`src/rtl/tx_resp_arbiter.sv`:
```
// Round-robin arbiter sharing the UART TX parallel port between ALU results (sent as two
// bytes, low first) and RegFile read data, each source with a one-entry holding buffer.
module tx_resp_arbiter #(
   parameter int unsigned WIDTH     = 8,
   parameter int unsigned OUT_WIDTH = 16  // must equal 2*WIDTH
) (
   input  logic                 clk,
   input  logic                 rst,
   input  logic [OUT_WIDTH-1:0] ALU_OUT,
   input  logic                 ALU_OUT_VALID,
   input  logic [WIDTH-1:0]     Rd_DATA,
   input  logic                 Rd_DATA_Valid,
   input  logic                 Busy,
   output logic [WIDTH-1:0]     TX_P_DATA,
   output logic                 TX_D_VLD,
   output logic                 ALU_PEND,
   output logic                 RD_PEND,
   output logic                 ALU_DROP,
   output logic                 RD_DROP
);

   typedef enum logic [2:0] {
      StIdle,
      StSendLo,
      StWaitLo,
      StSendHi,
      StWaitHi,
      StSendRd,
      StWaitRd
   } state_e;

   state_e                 r_state_q;
   state_e                 w_state_d;
   logic [OUT_WIDTH-1:0]   r_tx_buf_q;
   logic [OUT_WIDTH-1:0]   w_tx_buf_d;
   logic [WIDTH-1:0]       r_tx_data_q;
   logic [WIDTH-1:0]       w_tx_data_d;
   logic                   r_tx_vld_q;
   logic                   w_tx_vld_d;
   logic [OUT_WIDTH-1:0]   r_alu_hold_q;
   logic [OUT_WIDTH-1:0]   w_alu_hold_d;
   logic [WIDTH-1:0]       r_rd_hold_q;
   logic [WIDTH-1:0]       w_rd_hold_d;
   logic                   r_alu_pend_q;
   logic                   w_alu_pend_d;
   logic                   r_rd_pend_q;
   logic                   w_rd_pend_d;
   logic                   r_alu_drop_q;
   logic                   w_alu_drop_d;
   logic                   r_rd_drop_q;
   logic                   w_rd_drop_d;
   logic                   r_last_rd_q;
   logic                   w_last_rd_d;
   logic                   w_grant_alu;
   logic                   w_grant_rd;

   // Pointer moves only on contested grants, so an uncontested grant never steals the
   // loser's turn at the next tie.
   always_comb begin
      w_grant_alu = 1'b0;
      w_grant_rd  = 1'b0;
      w_last_rd_d = r_last_rd_q;
      if (r_state_q == StIdle && !Busy) begin
         if (r_alu_pend_q && r_rd_pend_q) begin
            if (r_last_rd_q) begin
               w_grant_alu = 1'b1;
               w_last_rd_d = 1'b0;
            end else begin
               w_grant_rd  = 1'b1;
               w_last_rd_d = 1'b1;
            end
         end else if (r_alu_pend_q) begin
            w_grant_alu = 1'b1;
         end else if (r_rd_pend_q) begin
            w_grant_rd = 1'b1;
         end
      end
   end

   // A pulse landing on the grant cycle refills the buffer the grant is emptying.
   always_comb begin
      w_alu_hold_d = r_alu_hold_q;
      w_alu_pend_d = r_alu_pend_q && !w_grant_alu;
      w_alu_drop_d = 1'b0;
      if (ALU_OUT_VALID) begin
         if (!r_alu_pend_q || w_grant_alu) begin
            w_alu_hold_d = ALU_OUT;
            w_alu_pend_d = 1'b1;
         end else begin
            w_alu_drop_d = 1'b1;
         end
      end

      w_rd_hold_d = r_rd_hold_q;
      w_rd_pend_d = r_rd_pend_q && !w_grant_rd;
      w_rd_drop_d = 1'b0;
      if (Rd_DATA_Valid) begin
         if (!r_rd_pend_q || w_grant_rd) begin
            w_rd_hold_d = Rd_DATA;
            w_rd_pend_d = 1'b1;
         end else begin
            w_rd_drop_d = 1'b1;
         end
      end
   end

   always_comb begin
      w_state_d   = r_state_q;
      w_tx_buf_d  = r_tx_buf_q;
      w_tx_data_d = r_tx_data_q;
      w_tx_vld_d  = r_tx_vld_q;
      case (r_state_q)
         StIdle: begin
            w_tx_vld_d = 1'b0;
            if (w_grant_alu) begin
               w_tx_buf_d  = r_alu_hold_q;
               w_tx_data_d = r_alu_hold_q[WIDTH-1:0];
               w_tx_vld_d  = 1'b1;
               w_state_d   = StSendLo;
            end else if (w_grant_rd) begin
               w_tx_buf_d  = {{(OUT_WIDTH-WIDTH){1'b0}}, r_rd_hold_q};
               w_tx_data_d = r_rd_hold_q;
               w_tx_vld_d  = 1'b1;
               w_state_d   = StSendRd;
            end
         end
         StSendLo: begin
            if (Busy) begin
               w_tx_vld_d = 1'b0;
               w_state_d  = StWaitLo;
            end
         end
         StWaitLo: begin
            if (!Busy) begin
               w_tx_data_d = r_tx_buf_q[OUT_WIDTH-1:WIDTH];
               w_tx_vld_d  = 1'b1;
               w_state_d   = StSendHi;
            end
         end
         StSendHi: begin
            if (Busy) begin
               w_tx_vld_d = 1'b0;
               w_state_d  = StWaitHi;
            end
         end
         StSendRd: begin
            if (Busy) begin
               w_tx_vld_d = 1'b0;
               w_state_d  = StWaitRd;
            end
         end
         StWaitHi, StWaitRd: begin
            if (!Busy) begin
               w_state_d = StIdle;
            end
         end
         default: begin
            w_tx_vld_d = 1'b0;
            w_state_d  = StIdle;
         end
      endcase
   end

   always_ff @(posedge clk) begin
      if (rst) begin
         r_state_q    <= StIdle;
         r_tx_buf_q   <= '0;
         r_tx_data_q  <= '0;
         r_tx_vld_q   <= 1'b0;
         r_alu_hold_q <= '0;
         r_rd_hold_q  <= '0;
         r_alu_pend_q <= 1'b0;
         r_rd_pend_q  <= 1'b0;
         r_alu_drop_q <= 1'b0;
         r_rd_drop_q  <= 1'b0;
         r_last_rd_q  <= 1'b1;
      end else begin
         r_state_q    <= w_state_d;
         r_tx_buf_q   <= w_tx_buf_d;
         r_tx_data_q  <= w_tx_data_d;
         r_tx_vld_q   <= w_tx_vld_d;
         r_alu_hold_q <= w_alu_hold_d;
         r_rd_hold_q  <= w_rd_hold_d;
         r_alu_pend_q <= w_alu_pend_d;
         r_rd_pend_q  <= w_rd_pend_d;
         r_alu_drop_q <= w_alu_drop_d;
         r_rd_drop_q  <= w_rd_drop_d;
         r_last_rd_q  <= w_last_rd_d;
      end
   end

   assign TX_P_DATA = r_tx_data_q;
   assign TX_D_VLD  = r_tx_vld_q;
   assign ALU_PEND  = r_alu_pend_q;
   assign RD_PEND   = r_rd_pend_q;
   assign ALU_DROP  = r_alu_drop_q;
   assign RD_DROP   = r_rd_drop_q;

endmodule

```
`config.mk`:
```
export PLATFORM = sky130hd
export DESIGN_NAME = tx_resp_arbiter
export DESIGN_NICKNAME = d
export VERILOG_FILES = /design/src/rtl/tx_resp_arbiter.sv
export SDC_FILE = /design/constraint.sdc
export NUM_CORES = 1
export LEC_CHECK = 0
export CAP_MARGIN = 25
export CORE_ASPECT_RATIO = 0.8
export CORE_MARGIN = 3
export CORE_UTILIZATION = 24
export DETAILED_ROUTE_END_ITERATION = 8
export PLACE_DENSITY = 0.57
export SLEW_MARGIN = 20
export SYNTH_ARGS = -nofsm -noshare
export SYNTH_HDL_FRONTEND = slang
export SYNTH_SLANG_ARGS = --single-unit
```
`constraint.sdc`:
```
create_clock -name clk -period 1.8 [get_ports clk]
set_clock_uncertainty 0.1 [all_clocks]
set_input_delay 0.27 -clock clk [delete_from_list [all_inputs] [get_ports clk]]
set_output_delay 0.27 -clock clk [all_outputs]
set_load 0.03 [all_outputs]
```
==> results by group, run 1 <==
Outcome
  – Outcome: complete, no violations

Finish
  – Most frequent cells in the layout: dfxtp_1 (46), clkdlybuf4s50_1 (36), a21oi_1 (23)
  – Commonest non-fill, non-tap cell in the layout: dfxtp_1
  – Register area: 985 um^2
  – Fraction of layout cells with a size suffix above 1: 14.0%
  – Area grow syn2layout: 37.6%
  – Post-route cell area: 0.00285 mm^2
  – Area of the multi-input gates: 0.00100 mm^2
  – Antenna Cells: 0
  – Filler instances: 867
  – Final net count: 306

Yosys
  – Synth unique cells: 32
  – Synth Area in Adders: 0%
  – Synth Cell Area: 0.00207 mm^2
  – Largest family of logic cells by synthesized area: compound AO/OA/AOI/OAI gates
  – Synth Warn #: 0
  – Post-synthesis async set-or-reset flop share: 0%
  – Synth Flop Type: dfxtp_1
  – Post-synthesis mux area share: 3.86%
  – Yosys reg bits: 49
  – XOR/XNOR Fraction of Synth Area: 0.423%
  – Number of synthesized flops with an enable pin: 0
  – Compound-Gate Fraction of Synth Area: 23.9%
  – Post-Synth Simple-Gate Area: 19.7%
  – Syn Area/Cell: 9.05 um^2
  – Post-Syn Nets: 258
  – Post-synthesis sequential area ratio: 47.3%
  – Syn Inst Count: 229

Route
  – WL per Instance: 13.3 um
  – Drt first pass iters: 4
  – Antenna viol nets, final: 0
  – Drt drc: 0
  – Starting DRT DRC Count: 110
  – Final WL: 5120 um
  – DR vias/cell: 4.66
  – Vias: 1,800

Floorplanning
  – # rows: 29
  – Initial Util: 25.4%
  – Die Height: 89.1 um
  – Die width: 110 um
  – Die Footprint: 0.00979 mm^2
  – Core area: 0.00816 mm^2
  – I/O pin count: 42

Timing
  – Fin. Hold Viols: 0
  – Worst slew pin tran: 0.603 ns
  – Slew Viols, Final: 0
  – Unrepaired setup endpoints after global routing: false
  – Final worst-path cycle share: 96.5%
  – Post-Route Setup TNS: 0 ns
  – Max Clk Rate: 576 MHz
  – Final min period: 1.74 ns
  – Setup violators final: 0
  – Rel. slew slack: 59.6%

Worst setup path
  – Critical path data arrival time: 1.37 ns
  – CP top delay family: buffers and inverters
  – CP Launch Type: flip-flop
  – CP Class: reg -> out
  – Critical path's slowest cell: clkdlybuf4s50_1
  – Crit path max fanout: 2
  – Critical Path Max Stage Delay: 0.68 ns
  – Endpoint class of the critical path: output port
  – CP Cell Sequence: clkdlybuf4s50_1
  – WP buf/inv: 1
  – Critical Path RT: 1.43 ns

Clock tree
  – CTS max path bufs: 2
  – Setup bufs post-CTS: 0
  – Clock-pin slew on the worst setup and hold paths: 0.09 ns
  – CTS root buf: clkbuf_8
  – TritonCTS clock tree: yes
  – CTS Buf Count: 5
  – TritonCTS Sinks: 49
  – CTS H-tree depth: 2
  – Clk_lat worst skew: 0.31 ns

Placement
  – Dpl hpwl: 3780 um
  – RePlAce Congestion: 0.805
  – PortBufs: 41
  – Cell area after placement: 0.00271 mm^2

Power and ir drop
  – P_int: 1790 uW
  – P_sw: 652 uW
  – Total power divided by cell area: 856 mW/mm^2
  – Sw frac: 26.7%
  – Comb pwr share: 17.8%
  – Tot Pwr: 2440 uW
  – VDD IR max: 0.352 mV
  – Leak: 0.00104 uW
  – Flop pwr share: 48.8%
  – Clock share of power: 33.4%

GRT
  – GRT overflow: 0
  – Largest net degree at the start of global routing: 33
  – First-pass GRT wire length: 8540 um
  – Antenna violations before repair: 0
  – Vias in the first global route: 1,789
  – Tot GR Track Use: 11.2%

Run
  – Max-cap viol count: 0

Hold path
  – Worst hold path type: in -> reg
cells by family after synthesis:
logic type	Yosys count
flip-flops	49
buffers and inverters	23
XOR/XNOR	1
multiplexers	8
AND/OR/NAND/NOR	74
AO/OA/AOI/OAI	74
stage by stage:
stage	hold slack, ns	utilization, %	setup slack [ns]	std cells
3_3_place_gp	0.363	33.2	-0.184	378
6_report	0.304	34.9	0.0626	386
2_1_floorplan	0.310	-	0.0586	229
4_1_cts	0.385	34.7	0.0385	386
5_1_grt	0.316	34.9	0.00512	386
3_5_place_dp	0.365	33.2	-0.217	378
synth_stat cells (8+ instances only):
cell type  number  share of area [%]
o221ai_1        8                3.4
nand2b_1       18                5.4
o21ai_0        16                3.9
o2bb2ai_1       8                3.4
nand3_1        19                4.6
a22oi_1         9                3.3
nor2_1         21                3.8
a21oi_1        24                5.8
clkbuf_1       13                2.4
dfxtp_1        49                 47
mux2i_1         8                3.9
layout make-up:
type	instances	area share, %
clock buffers	5	2.41
clock inverters	3	1.76
inverters	6	0.790
multi-input cells	157	35.3
flip-flops and latches	49	34.5
well taps	108	4.74
repair buffers	58	20.5
timing repair:
item / 4_1_cts / 5_1_grt
gates resized for setup: 2 / 7
setup endpoints to repair: 2 / 12
pin swaps: 0 / 1
hold buffers: 0 / 0
cloned: 0 / 0
power by group through the flow:
stage | Clock (uW) | Sequential (uW) | Combinational (uW)
after global routing | 899 | 1200 | 480
after floorplan | 0 | 1230 | 222
after global placement | 0 | 1210 | 431
after detailed placement | 0 | 1210 | 436
final | 816 | 1190 | 434
after CTS | 843 | 1190 | 437
sequential cells by signal, summed over array words and instances (netlist names):
signal / count
r_tx_buf_q: 8
RD_PEND: 1
r_last_rd_q: 1
r_state_q: 3
ALU_DROP: 1
r_alu_hold_q: 16
r_rd_hold_q: 8
ALU_PEND: 1
TX_P_DATA: 8
RD_DROP: 1
TX_D_VLD: 1
final timing paths:
path                               startpoint                     endpoint  slack (ns)  depth (start not counted)
setup / recovery    TX_P_DATA[1]$_SDFFE_PP0P_                 TX_P_DATA[1]        0.06                          1
hold / removal                           Busy    r_state_q[0]$_SDFFE_PP0P_        0.30                          3
hold reg to reg   r_rd_hold_q[2]$_SDFFE_PP0P_  r_rd_hold_q[2]$_SDFFE_PP0P_        0.38                          2
setup reg to reg    r_state_q[1]$_SDFFE_PP0P_    TX_P_DATA[3]$_SDFFE_PP0P_        0.10                          5
routing by layer:
| metal | vias up | track usage, % | share of wire [%] |
|---|---|---|---|
| met3 | 5 | 2.74 | 5.0 |
| li1 | 928 | - | - |
| met5 | - | 0 | 0 |
| met4 | 0 | 3.40 | 1.0 |
| met2 | 38 | 17.7 | 45 |
| met1 | 829 | 15.1 | 49 |
No activity file was read; power rests on OpenSTA's default activity.
==> inputs of run 2 (changes only) <==
CTS_CLUSTER_SIZE = 24   (was default)
PLACE_DENSITY = 0.45   (was 0.57)
==> run 2 against run 1 <==
Against the previous run: routed wire length rose by 5.0%; sequential power hardly changed; critical path depth unchanged; setup slack better by 0.010 ns; first-iteration DRC count is 28% lower; final area is 0.48% higher; via count rose by 1.8%; non-clock buffer count grew 7; power fell by 6.3%.
==> results by group, run 2 (synthesized netlist as in run 1, its figures left out) <==
Finish
  – Fraction of layout cells with a size suffix above 1: 16.2%
  – Area grow syn2layout: 38.2%
  – Most frequent cells in the layout: dfxtp_1 (46), clkdlybuf4s50_1 (39), a21oi_1 (24)
  – Non-filler instance count after layout: 392
  – Commonest non-fill, non-tap cell in the layout: dfxtp_1
  – Antenna Cells: 0
  – Max reg flops: 16
  – Core Util, Final: 35.1%
  – Largest Register: r_alu_hold_q
  – Filler instances: 882
  – Final net count: 313
  – Post-route cell area: 0.00286 mm^2

Clock tree
  – Clk_lat worst skew: 0.30 ns
  – CTS Buf Count: 5
  – CTS max path bufs: 2
  – CTS H-tree depth: 2
  – TritonCTS Sinks: 49
  – Setup bufs post-CTS: 0
  – TritonCTS clock tree: yes
  – CTS root buf: clkbuf_8
  – Clock-pin slew on the worst setup and hold paths: 0.09 ns

Route
  – Drt drc: 0
  – Starting DRT DRC Count: 79
  – Vias: 1,833
  – DR vias/cell: 4.68
  – Antenna viol nets, final: 0
  – WL per Instance: 13.7 um
  – Drt first pass iters: 4
  – Final WL: 5370 um

Timing
  – Max Clk Rate: 579 MHz
  – Rel. slew slack: 56.4%
  – Final worst-path cycle share: 96.0%
  – Fin. Hold Viols: 0
  – Unrepaired setup endpoints after global routing: false
  – Hold WS: 0.377 ns
  – Slew Viols, Final: 0
  – Worst slew pin tran: 0.650 ns
  – Final min period: 1.73 ns
  – Setup violators final: 0

Worst setup path
  – Critical Path Max Stage Delay: 0.69 ns
  – CP Cell Sequence: clkdlybuf4s50_1
  – Critical Path RT: 1.43 ns
  – Worst r2r path cells: 5
  – Endpoint class of the critical path: output port
  – Crit path max fanout: 2
  – WP buf/inv: 1
  – Critical path data arrival time: 1.36 ns
  – CP Class: reg -> out
  – CP top delay family: buffers and inverters
  – CP Launch Type: flip-flop
  – Number of stages on the worst setup path: 1
  – Critical path's slowest cell: clkdlybuf4s50_1

Run
  – Max-cap viol count: 0

Placement
  – Dpl hpwl: 3840 um
  – RePlAce Congestion: 0.734
  – PortBufs: 41
  – Cell area after placement: 0.00277 mm^2
  – Post-Place Cells: 385

Power and ir drop
  – Tot Pwr: 2290 uW
  – Leak: 0.00101 uW
  – VDD IR max: 0.254 mV
  – Total power divided by cell area: 798 mW/mm^2

GRT
  – Antenna violations before repair: 0
  – GRT overflow: 0
  – Vias in the first global route: 1,783
  – First-pass GRT wire length: 8930 um
  – Largest net degree at the start of global routing: 28
  – Tot GR Track Use: 11.7%

Floorplanning
  – # rows: 29
  – Initial Util: 25.4%
  – Die Footprint: 0.00979 mm^2
  – Die width: 110 um
  – Core area: 0.00816 mm^2
  – I/O pin count: 42
  – Die Height: 89.1 um

Outcome
  – Outcome: complete, no violations

Hold path
  – Hold path cells: 2
  – Worst hold path type: reg -> reg
[run 2: changes by cell type in the layout (fill, tap and decap cells not counted), sizes merged]
cell	previous run	this run
clkdlybuf4s50	36	39
dlymetal6s2s	3	0
bufinv	1	0
inv	7	6
clkinvlp	0	1
buf	17	24
[run 2: layout make-up]
class | count | area (um^2) | share of cell area, %
Multi-Input combinational cell | 157 | 1010 | 35.2
Timing Repair Buffer | 65 | 629 | 22.0
Clock buffer | 5 | 68.8 | 2.40
Clock inverter | 2 | 16.3 | 0.568
Tap cell | 108 | 135 | 4.72
Sequential cell | 49 | 985 | 34.4
Inverter | 6 | 22.5 | 0.786
[run 2: where the power goes]
group          switching, uW  internal, uW  total (uW)
clock                    375           269         643
sequential              43.4          1140        1190
combinational            225           230         455
[run 2: path summary, 6_finish.rpt]
kind,slack (ns),to,start
min,0.38,r_rd_hold_q[0]$_SDFFE_PP0P_,r_rd_hold_q[0]$_SDFFE_PP0P_
min reg2reg,0.38,r_rd_hold_q[0]$_SDFFE_PP0P_,r_rd_hold_q[0]$_SDFFE_PP0P_
max,0.07,TX_P_DATA[4],TX_P_DATA[4]$_SDFFE_PP0P_
max reg2reg,0.12,TX_P_DATA[3]$_SDFFE_PP0P_,r_state_q[0]$_SDFFE_PP0P_
[run 2: stage by stage]
step	setup slack [ns]	setup TNS (ns)
CTS	0.0523	0
global placement	-0.230	-7.74
detailed placement	-0.237	-7.99
global route	0.00169	0
floorplan	0.0586	0
finish	0.0728	0
[run 2: repair_timing]
action | 4_1_cts | 5_1_grt
resized for setup | 2 | 5
setup endpoints to repair | 2 | 18
pin swaps | 0 | 1
hold buffers | 0 | 0
[run 2: routing by layer]
layer	vias up	routed length (um)	GRT usage, %
met5	-	0	0
met4	0	42	3.06
li1	936	-	-
met3	5	287	2.96
met1	848	2720	17.0
met2	44	2320	17.1
==> inputs of run 3 (changes only) <==
CTS_CLUSTER_SIZE = 28   (was 24)
==> results of run 3 <==
The final DEF is identical to that of run 2; final timing and power are the same.
==> RTL edit 1 (flow settings as in run 2) <==
The 7 states of `state_e` get a one-hot encoding in 7 bits.
--- a/src/rtl/tx_resp_arbiter.sv
+++ b/src/rtl/tx_resp_arbiter.sv
@@ -20,12 +20,12 @@
 );
 
-   typedef enum logic [2:0] {
-      StIdle,
-      StSendLo,
-      StWaitLo,
-      StSendHi,
-      StWaitHi,
-      StSendRd,
-      StWaitRd
+   typedef enum logic [6:0] {
+      StIdle   = 7'b0000001,
+      StSendLo = 7'b0000010,
+      StWaitLo = 7'b0000100,
+      StSendHi = 7'b0001000,
+      StWaitHi = 7'b0010000,
+      StSendRd = 7'b0100000,
+      StWaitRd = 7'b1000000
    } state_e;
 
Check against the original RTL: same outputs for any inputs over 4 cycles, from zero or initial values and one cycle with rst high; so few cycles prove little.
==> RTL edit 1 against run 2 <==
- hold slack lost 0.017 ns
- synthesized area rose by 26%
- power up 61%
- cell area up 34%
- sequential cell count rose by 4
- worst setup slack got worse by 0.059 ns
- wire length rose by 36%
==> RTL edit 1: results (changes against run 2) <==
| Metric | Value |
|---|---|
| Flop2flop setup slack | 0.01 ns (was 0.12 ns) |
| Dpl ws | -0.248 ns (was -0.237 ns) |
| Hold path start | r_alu_hold_q[4] (was r_rd_hold_q[0]) |
| Count of non-CTS inverters in the layout | 14 (was 6) |
| Post-DP Area | 3460 sq um (was 2770 sq um) |
| Hpwl dp | 5290 um (was 3840 um) |
| WHS Endpoint | r_alu_hold_q[4] (was r_rd_hold_q[0]) |
| Top post-synthesis cells by count | nand2_1, dfxtp_1, mux2i_1 (was dfxtp_1, a21oi_1, nor2_1) |
| Tmin final | 1.79 ns (was 1.73 ns) |
| Vias per std cell | 4.60 (was 4.68) |
| Buffering overhead | 0.227 (was 0.220) |
| Synth top area share | 0.408 (was 0.473) |
| Status | finished clean (unchanged) |
| Critical R2R Launch | r_state_q[3] (was r_state_q[0]) |
| XOR/XNOR Fraction of Synth Area | 0.0135 (was 0.00423) |
| CP arrival | 1.87 ns (was 1.36 ns) |
| First-pass GRT wire length | 11,600 um (was 8930 um) |
| Nets | 401 (was 313) |
| Worst-Margin Slew | 0.378 ns (was 0.650 ns) |
| Seq/Total Area, Yosys | 0.408 (was 0.473) |
| Fin Hold WS | 0.360 ns (was 0.377 ns) |
| Static leakage | 1.50 nW (was 1.01 nW) |
| Gr usage total | 0.120 (was 0.117) |
| Crit-path max cell delay | 0.62 ns (was 0.69 ns) |
| ClkCell Share | 0.0438 (was 0.0297) |
RTL edit 1: worst max-delay path by stage:
stage / from / to / cells past startpoint
2_1_floorplan: r_state_q[3] / r_tx_buf_q[13] / 7
3_3_place_gp: Busy / TX_D_VLD / 6
3_5_place_dp: Busy / TX_D_VLD / 6
4_1_cts: r_state_q[5] / TX_P_DATA[7] / 7
5_1_grt: r_state_q[6] / TX_P_DATA[2] / 5
6_report: r_state_q[3] / r_tx_buf_q[10] / 4
RTL edit 1: worst max-delay path: cells and delay by family, from the launching register on:
family,cells,cell delay (ns)
and+or+nand+nor,3,1.09
AOI/OAI and AO/OA,1,0.17
DFF,1,0.31
RTL edit 1: report_power, final:
| part | internal, mW | switching [mW] | total, mW |
|---|---|---|---|
| clock network | 0.660 | 0.429 | 1.09 |
| logic | 0.643 | 0.630 | 1.27 |
| registers | 1.26 | 0.0634 | 1.33 |
==> RTL edit 2 (settings of run 2) <==
Made on the original files. Take the reset off `r_tx_buf_q`, `r_tx_data_q`, `r_alu_hold_q` and `r_rd_hold_q` and load them in a clocked block of their own.
--- a/src/rtl/tx_resp_arbiter.sv
+++ b/src/rtl/tx_resp_arbiter.sv
@@ -165,9 +165,5 @@
       if (rst) begin
          r_state_q    <= StIdle;
-         r_tx_buf_q   <= '0;
-         r_tx_data_q  <= '0;
          r_tx_vld_q   <= 1'b0;
-         r_alu_hold_q <= '0;
-         r_rd_hold_q  <= '0;
          r_alu_pend_q <= 1'b0;
          r_rd_pend_q  <= 1'b0;
@@ -177,9 +173,5 @@
       end else begin
          r_state_q    <= w_state_d;
-         r_tx_buf_q   <= w_tx_buf_d;
-         r_tx_data_q  <= w_tx_data_d;
          r_tx_vld_q   <= w_tx_vld_d;
-         r_alu_hold_q <= w_alu_hold_d;
-         r_rd_hold_q  <= w_rd_hold_d;
          r_alu_pend_q <= w_alu_pend_d;
          r_rd_pend_q  <= w_rd_pend_d;
@@ -188,4 +180,11 @@
          r_last_rd_q  <= w_last_rd_d;
       end
+   end
+
+   always_ff @(posedge clk) begin
+      r_tx_buf_q   <= w_tx_buf_d;
+      r_tx_data_q  <= w_tx_data_d;
+      r_alu_hold_q <= w_alu_hold_d;
+      r_rd_hold_q  <= w_rd_hold_d;
    end
 
Check against the original RTL: differs if rst is asserted again (counterexample within 4 cycles, from zero or initial values and one cycle with rst high); with rst held inactive, the same outputs for 4 cycles.
==> RTL edit 2 against run 2 <==
- cell area down 5.4%
- critical endpoint is now r_rd_hold_q[6]
- synthesized cell count is 34% lower
- first-iteration DRC count is 30% lower
- synthesized area fell by 3.8%
- count of clock-buffer cells in the layout is the same
- combinational power decreased by 10%
- power increased by 5.0%
- sequential cell count unchanged
- cell count shrank 20%
- wire length shrank 22%
- register-to-register slack got worse by 0.08 ns
- worst setup slack lost 0.037 ns
- critical path depth is 2 higher
==> RTL edit 2: results (changes against run 2) <==
| Metric | Value |
|---|---|
| Area delta synth->final | 36.0% (was 38.2%) |
| Largest net degree at the start of global routing | 17 (was 28) |
| Top post-synthesis cells by count | edfxtp_1, nand2_1, and2_1 (was dfxtp_1, a21oi_1, nor2_1) |
| Static leakage | 0.923 nW (was 1.01 nW) |
| Flop2flop setup slack | 0.04 ns (was 0.12 ns) |
| Crit-path max cell delay | 0.59 ns (was 0.69 ns) |
| Sw Share | 0.253 (was 0.281) |
| EDFF count, synth | 40 (was 0) |
| Met2 usage | 0.124 (was 0.171) |
| Hold path start | Rd_DATA[3] (was r_rd_hold_q[0]) |
| Grt met3 use | 0.0319 (was 0.0296) |
| Share of cells above drive strength 1 | 0.175 (was 0.162) |
| Critical R2R Launch | r_state_q[2] (was r_state_q[0]) |
| Status | finished clean (unchanged) |
| Gr usage total | 0.0928 (was 0.117) |
| Syn avg cell area | 13.1 sq um (was 9.05 sq um) |
| Routability cong. | 0.772 (was 0.734) |
| Fin cells | 314 (was 392) |
| Total Wirelength | 4190 um (was 5370 um) |
| Nets | 234 (was 313) |
| Dpl ws | -0.384 ns (was -0.237 ns) |
| Crit path max fanout | 8 (was 2) |
| Iter 0 DRT Violations | 55 (was 79) |
| Yosys cell types | 33 (was 32) |
| Kind of cell adding the most delay to the critical path | simple AND/OR/NAND/NOR gates (was buffers and inverters) |
| CP arrival | 1.67 ns (was 1.36 ns) |
| Slowest cell on crit path | or4_4 (was clkdlybuf4s50_1) |
| Min-delay worst type | primary input to register (was register to register) |
| Wire length on met3 | 227 um (was 287 um) |
| Fin Hold WS | 0.421 ns (was 0.377 ns) |
| Hpwl dp | 3120 um (was 3840 um) |
| Worst Hold Path Cells | 1 (was 2) |
| Reg-to-reg endpoint | r_rd_hold_q[6] (was TX_P_DATA[3]) |
| GR Util met1 | 0.132 (was 0.170) |
| Total number of vias | 1,304 (was 1,833) |
| Dominant cells by area after synthesis | edfxtp_1, dfxtp_1, nand2_1, and2_1, o211ai_1 (was dfxtp_1, a21oi_1, nand2b_1, nand3_1, mux2i_1) |
[RTL edit 2: cell count changes after synthesis, moves of 10 or more]
cell,before,now
and2_1,1,11
o21ai_0,16,5
nor2_1,21,3
nand2b_1,18,1
a21oi_1,24,5
edfxtp_1,0,40
nand2_1,1,19
dfxtp_1,49,9
nand3_1,19,2
[RTL edit 2: logic make-up after synthesis]
logic type | after synthesis | synth area share
AO/OA/AOI/OAI | 26 | 0.0898
buffers and inverters | 16 | 0.0414
flip-flops | 49 | 0.693
multiplexers | 1 | 0.00502
AND/OR/NAND/NOR | 60 | 0.171
[RTL edit 2: area by class of cell]
| type | instances | area, sq um |
|---|---|---|
| fill | 796 | 5310 |
| sequential | 49 | 1380 |
| multi-input combinational | 88 | 558 |
| timing repair buffer | 56 | 527 |
| tap | 108 | 135 |
| clock buffer | 5 | 68.8 |
| clock inverter | 3 | 21.3 |
| inverter | 5 | 18.8 |
